[config.mk]
export PLATFORM = sky130hd
export DESIGN_NAME = psum_drain
export DESIGN_NICKNAME = d
export VERILOG_FILES = /design/src/rtl/psum_drain.sv
export SDC_FILE = /design/constraint.sdc
export NUM_CORES = 1
export LEC_CHECK = 0
export ABC_CLOCK_PERIOD_IN_PS = 3400
export BUFFER_PORTS_ARGS = -buffer_cell sky130_fd_sc_hd__buf_2
export CAP_MARGIN = 15
export CELL_PAD_IN_SITES_DETAIL_PLACEMENT = 1
export CELL_PAD_IN_SITES_GLOBAL_PLACEMENT = 1
export CORE_MARGIN = 3
export CORE_UTILIZATION = 45
export CTS_BUF_LIST = sky130_fd_sc_hd__clkbuf_16
export DETAILED_ROUTE_END_ITERATION = 8
export PLACE_DENSITY_LB_ADDON = 0.1
export SLEW_MARGIN = 20
export SYNTH_ARGS = -nofsm -noshare
export SYNTH_HDL_FRONTEND = slang
export SYNTH_SLANG_ARGS = --single-unit
[constraint.sdc]
create_clock -name clk -period 3.4 [get_ports clk]
set_clock_uncertainty 0.1 [all_clocks]
set_input_delay 0.51 -clock clk [delete_from_list [all_inputs] [get_ports clk]]
set_output_delay 0.51 -clock clk [all_outputs]
set_load 0.05 [all_outputs]
[src/rtl/psum_drain.sv]
// psum_drain: realigns skewed bottom-row psums into rows and buffers them in a FIFO.
// Optional build macro PSUM_RELU_EN clamps negative column values to zero at the FIFO write port.
module psum_drain #(
  parameter int NUM_COLS   = 4,
  parameter int PSUM_WIDTH = 16,
  parameter int FIFO_DEPTH = 4
) (
  input  logic                           clk,
  input  logic                           rst,
  input  logic                           row_start,
  input  logic [NUM_COLS*PSUM_WIDTH-1:0] psum_in,
  output logic                           in_ready,
  output logic                           out_valid,
  input  logic                           out_ready,
  output logic [NUM_COLS*PSUM_WIDTH-1:0] out_data,
  output logic [$clog2(FIFO_DEPTH):0]    row_count,
  output logic                           overflow
);

  localparam int W  = PSUM_WIDTH;
  localparam int DW = NUM_COLS * PSUM_WIDTH;
  localparam int AW = $clog2(FIFO_DEPTH);
  localparam int CW = AW + 1;
  localparam int SL = NUM_COLS - 1;

  logic [SL-1:0] vld_sr;
  logic [DW-1:0] aligned;
  logic [DW-1:0] wdata;
  logic [DW-1:0] mem [FIFO_DEPTH];
  logic [AW-1:0] rptr;
  logic [AW-1:0] wptr;
  logic [CW-1:0] cnt;
  logic          ovf;
  logic          push;
  logic          pop;
  logic          full;
  logic          wr_en;
  logic [31:0]   occ;

  always_ff @(posedge clk) begin
    if (rst) vld_sr <= '0;
    else     vld_sr <= (vld_sr << 1) | SL'(row_start);
  end

  // Column c waits NUM_COLS-1-c cycles so all columns land together.
  for (genvar c = 0; c < SL; c++) begin : g_dly
    localparam int D = SL - c;
    logic [W-1:0] sr [D];

    always_ff @(posedge clk) begin
      if (rst) begin
        for (int k = 0; k < D; k++) sr[k] <= '0;
      end else begin
        sr[0] <= psum_in[c*W +: W];
        for (int k = 1; k < D; k++) sr[k] <= sr[k-1];
      end
    end

    assign aligned[c*W +: W] = sr[D-1];
  end

  assign aligned[SL*W +: W] = psum_in[SL*W +: W];

  always_comb begin
    wdata = aligned;
`ifdef PSUM_RELU_EN
    for (int c = 0; c < NUM_COLS; c++) begin
      if (aligned[c*W+W-1]) wdata[c*W +: W] = '0;
    end
`endif
  end

  always_comb begin
    occ = 32'(cnt);
    for (int i = 0; i < SL; i++) occ = occ + 32'(vld_sr[i]);
  end

  assign in_ready = occ < 32'(FIFO_DEPTH);
  assign push     = vld_sr[SL-1];
  assign full     = cnt == CW'(FIFO_DEPTH);
  assign pop      = out_valid && out_ready;
  // A pop in the same cycle frees the slot a full-FIFO push needs.
  assign wr_en    = push && (!full || pop);

  always_ff @(posedge clk) begin
    if (rst) begin
      rptr <= '0;
      wptr <= '0;
      cnt  <= '0;
      ovf  <= 1'b0;
    end else begin
      if (wr_en)         wptr <= wptr + 1'b1;
      if (pop)           rptr <= rptr + 1'b1;
      if (push && !wr_en) ovf <= 1'b1;
      unique case ({wr_en, pop})
        2'b10:   cnt <= cnt + 1'b1;
        2'b01:   cnt <= cnt - 1'b1;
        default: cnt <= cnt;
      endcase
    end
  end

  always_ff @(posedge clk) begin
    if (wr_en) mem[wptr] <= wdata;
  end

  assign out_valid = cnt != '0;
  assign out_data  = out_valid ? mem[rptr] : '0;
  assign row_count = cnt;
  assign overflow  = ovf;

endmodule

==> run summary <==
The flow ran to the end, and the final reports show no timing, DRC or antenna violations. The number of instances resized during post-cts repair is 0. The final global-route overflow total came out at 0. The time the worst path needs with I/O delays and setup came out at 3.13 ns.

The synthesized design devotes to its leading area cell type 59.0% of total area. The synthesized design contains 256 enable-type register cells. The largest total area in the synthesized netlist belongs to sky130_fd_sc_hd__edfxtp_1. The arrival time of data at the critical path endpoint is 2.52 ns. After detailed placement, the total cell area comes to approximately 14000 um^2. From synthesis to final layout, the design area changed by 17.0%. At the end of routability-driven placement, the weighted congestion stood at 0.707.

The portion of the post-synthesis area used by sequential elements came out at 75.7%. Of all nets on the critical path, the largest fanout is 14. The area of the core is 28200 um^2.

Dividing the synthesized area by the synthesized cell count gives 18.9 um^2. The number of placement rows is 61. Detailed placement ended at an HPWL of 14.4 mm. The worst setup path is launched from a flip-flop. At the placement stage, the worst setup path has a slack of 0.778 ns. In this run the number of H-tree levels came out at 2. The source-to-sink clock delay at the later pin of the worst-skew pair is 0.51 ns.

The upper clock frequency limit came out at 0.319 GHz. The worst setup path is captured at an output port. In this run the static leakage power is 5.40 nW. In this run, distinct cell masters in the synthesized netlist total 36. The top-level I/O count is 138. The clock-pin slew of the registers on the worst-case setup and hold paths is 0.06 ns. The via total after detailed routing is 6225. The detailed router finished its first iteration with 397 violations. The total area of multi-input combinational cells is 2890 um^2. The residual DRC count came out at 0. Entering global routing, the biggest net connects 88 pins. Using the TritonRoute via totals, the vias-per-cell ratio works out to 5.01. Once layout is complete, the utilization of the core stands at 54.2%. The final wirelength is ~24 mm. The die span in y is 176 um.

Ranked by total cell area, the synthesized netlist is headed by sky130_fd_sc_hd__edfxtp_1 59%, sky130_fd_sc_hd__dfxtp_1 17%, sky130_fd_sc_hd__mux4_2 10%. The class of the tightest hold or removal check is in -> reg. The wire length of the first global-routing pass came out at 38.7 mm. The headroom to the max-slew limit came out at a little under two fifths.

The slack of the critical path is 0.267 ns. The maximum clock path buffer count came out at 3. The number of hold-repair buffers added at the cts stage is 0. The number of buffer cells added on primary ports came out at 137. The final period utilization is 92.1%.

The remaining antenna violation count after routing is 0. Of all flip-flops after synthesis, the portion carrying an async set or reset was 0%. The CTS root buffer is sky130_fd_sc_hd__clkbuf_16. The total area of sequential cells is 9880 um^2. The power per unit of standard cell area came out at 676 nW/um^2.

The routed wirelength normalized by instance count is 19.6 um. The number of global-route vias before repair came out at 6900. The number of slew-limit violations in the final report was 0. The detailed-router iteration count before antenna repair is 4. Counting every net in the synthesized netlist gives 763. The overall die area came out at between 30000 and 40000 um^2. The global-route total usage across every layer came out at between 10% and 20%. The transition at the pin with the smallest max-transition slack came out at 0.941 ns. The number of filler cells placed in the layout is 2574. The number of max-cap violations is 0. The number of nets in the layout came out at 912. The number of warnings issued by yosys is 0.

Summing every instance area after synthesis gives between 10000 and 15000 um^2. The tree built by TritonCTS fans out to 365 sinks. Setup repair after global routing left no endpoint under its margin. The register bit count reported by yosys came out at between 300 and 400. The cell count after synthesis is between 600 and 700. TritonCTS built the clock tree. The number of antenna violations at the first check in global routing came to 0.

The number of clock buffers added by TritonCTS is 37. The area of all placed cells without fillers came out at between 15000 and 20000 um^2. The final hold violation count is 0. The count of final setup violators came out at 0.

The worst setup path is of the reg -> out kind. The highest ir drop seen on vdd came out at 0.310 mV. The effective utilization at floorplan came out at 46.3%.

The width of the die came out at roughly 180 um. The required time at the endpoint of the critical path is 2.79 ns. The setup total negative slack is 0 ns. The number of antenna diodes in the final layout is 0. The post-CTS setup repair buffer count is 0.

The fraction of final layout cells sized beyond drive strength 1 came out at a little over 30%. The most used flip-flop cell after synthesis is sky130_fd_sc_hd__edfxtp_1.
==> layout make-up <==
cell class,instances,area share (%)
clock inverters,30,1.40
clock buffers,37,6.07
repair buffers,147,5.58
flip-flops and latches,365,64.7
inverters,7,0.172
multi-input cells,279,19.0
well taps,378,3.10
==> sequential cells by signal (all words and copies together), names as in the netlist, named ones only <==
name / cells
rptr: 2
mem: 256
wptr: 2
vld_sr: 3
overflow: 1
row_count: 3
g_dly.sr: 96
==> routing by layer <==
layer	share of wire [%]	GRT usage [%]	vias to the layer above
li1	-	-	2858
met1	43	21.3	3190
met2	50	27.3	138
met3	4.5	2.90	39
met4	2.0	4.75	0
met5	0	0	-
==> synth_stat cells, types with 2 or more instances <==
cell and instances:
sky130_fd_sc_hd__nor2b_1 99, sky130_fd_sc_hd__mux2_2 2, sky130_fd_sc_hd__nor4b_1 2, sky130_fd_sc_hd__edfxtp_1 256, sky130_fd_sc_hd__nand2b_1 2, sky130_fd_sc_hd__ha_1 5, sky130_fd_sc_hd__buf_12 6, sky130_fd_sc_hd__buf_2 11
sky130_fd_sc_hd__clkbuf_2 4, sky130_fd_sc_hd__buf_6 2, sky130_fd_sc_hd__inv_1 7, sky130_fd_sc_hd__dfxtp_1 109, sky130_fd_sc_hd__clkbuf_1 13, sky130_fd_sc_hd__nor2_1 12, sky130_fd_sc_hd__a31oi_1 2, sky130_fd_sc_hd__nand3_1 3
sky130_fd_sc_hd__fa_1 2, sky130_fd_sc_hd__and3_1 4, sky130_fd_sc_hd__a21oi_1 3, sky130_fd_sc_hd__xor2_1 2, sky130_fd_sc_hd__o21ai_0 2, sky130_fd_sc_hd__and2_1 64, sky130_fd_sc_hd__mux4_2 60, sky130_fd_sc_hd__mux4_1 4
==> cells in the final DEF (no fill, tap or decap), types with 3 or more instances in the layout <==
cell / instances
sky130_fd_sc_hd__clkinv_1: 6
sky130_fd_sc_hd__a21oi_1: 3
sky130_fd_sc_hd__and3_4: 4
sky130_fd_sc_hd__mux4_2: 60
sky130_fd_sc_hd__and2_1: 64
sky130_fd_sc_hd__edfxtp_1: 256
sky130_fd_sc_hd__buf_4: 4
sky130_fd_sc_hd__clkbuf_16: 37
sky130_fd_sc_hd__nor2b_1: 99
sky130_fd_sc_hd__buf_2: 136
sky130_fd_sc_hd__dfxtp_1: 107
sky130_fd_sc_hd__ha_1: 5
sky130_fd_sc_hd__nor2_1: 12
sky130_fd_sc_hd__bufinv_16: 3
sky130_fd_sc_hd__inv_1: 18
sky130_fd_sc_hd__buf_12: 7
sky130_fd_sc_hd__mux4_1: 4
sky130_fd_sc_hd__clkinv_2: 7
sky130_fd_sc_hd__nand3_1: 3
==> through the flow <==
| step | std cells | power, mW | hold WS, ns |
|---|---|---|---|
| after floorplan | 688 | 6.30 | 0.314 |
| after global placement | 1176 | 6.65 | 0.319 |
| after detailed placement | 1176 | 6.67 | 0.325 |
| after CTS | 1243 | 10.5 | 0.0833 |
| after global routing | 1243 | 10.7 | 0.0878 |
| final | 1243 | 10.3 | 0.107 |
==> logic make-up after synthesis <==
family / share of synthesized area [%]
muxes: 11.4
buffers and inverters: 2.27
DFF: 75.7
and+or+nand+nor: 9.03
adders and majority gates: 0.787
AOI/OAI and AO/OA: 0.585
xor gates and xnor gates: 0.202
==> power by group <==
group          internal (mW)  total [mW]  switching (mW)
registers               4.83        4.90          0.0704
logic                  0.515        1.64            1.13
clock network           2.21        3.77            1.56
total                   7.55        10.3            2.76
==> final timing paths <==
kind                           start            endpoint  slack (ns)  depth (start not counted)
hold / removal           psum_in[12]  g_dly[0].sr[0][12]        0.11                          2
hold reg to reg   g_dly[0].sr[0][16]  g_dly[0].sr[0][32]        0.33                          1
setup / recovery           vld_sr[2]            in_ready        0.27                          8
setup reg to reg        row_count[2]        row_count[2]        0.84                          6
==> critical path, stage by stage (launching register included) <==
cell                      delay (ns)
sky130_fd_sc_hd__dfxtp_1        0.63
sky130_fd_sc_hd__inv_1          0.20
sky130_fd_sc_hd__fa_1           0.41
sky130_fd_sc_hd__inv_1          0.06
sky130_fd_sc_hd__ha_1           0.22
sky130_fd_sc_hd__nand2_1        0.06
sky130_fd_sc_hd__nor2_1         0.04
sky130_fd_sc_hd__nor3_1         0.11
sky130_fd_sc_hd__buf_2          0.28
Note: power is estimated with default switching activity, not from simulation.
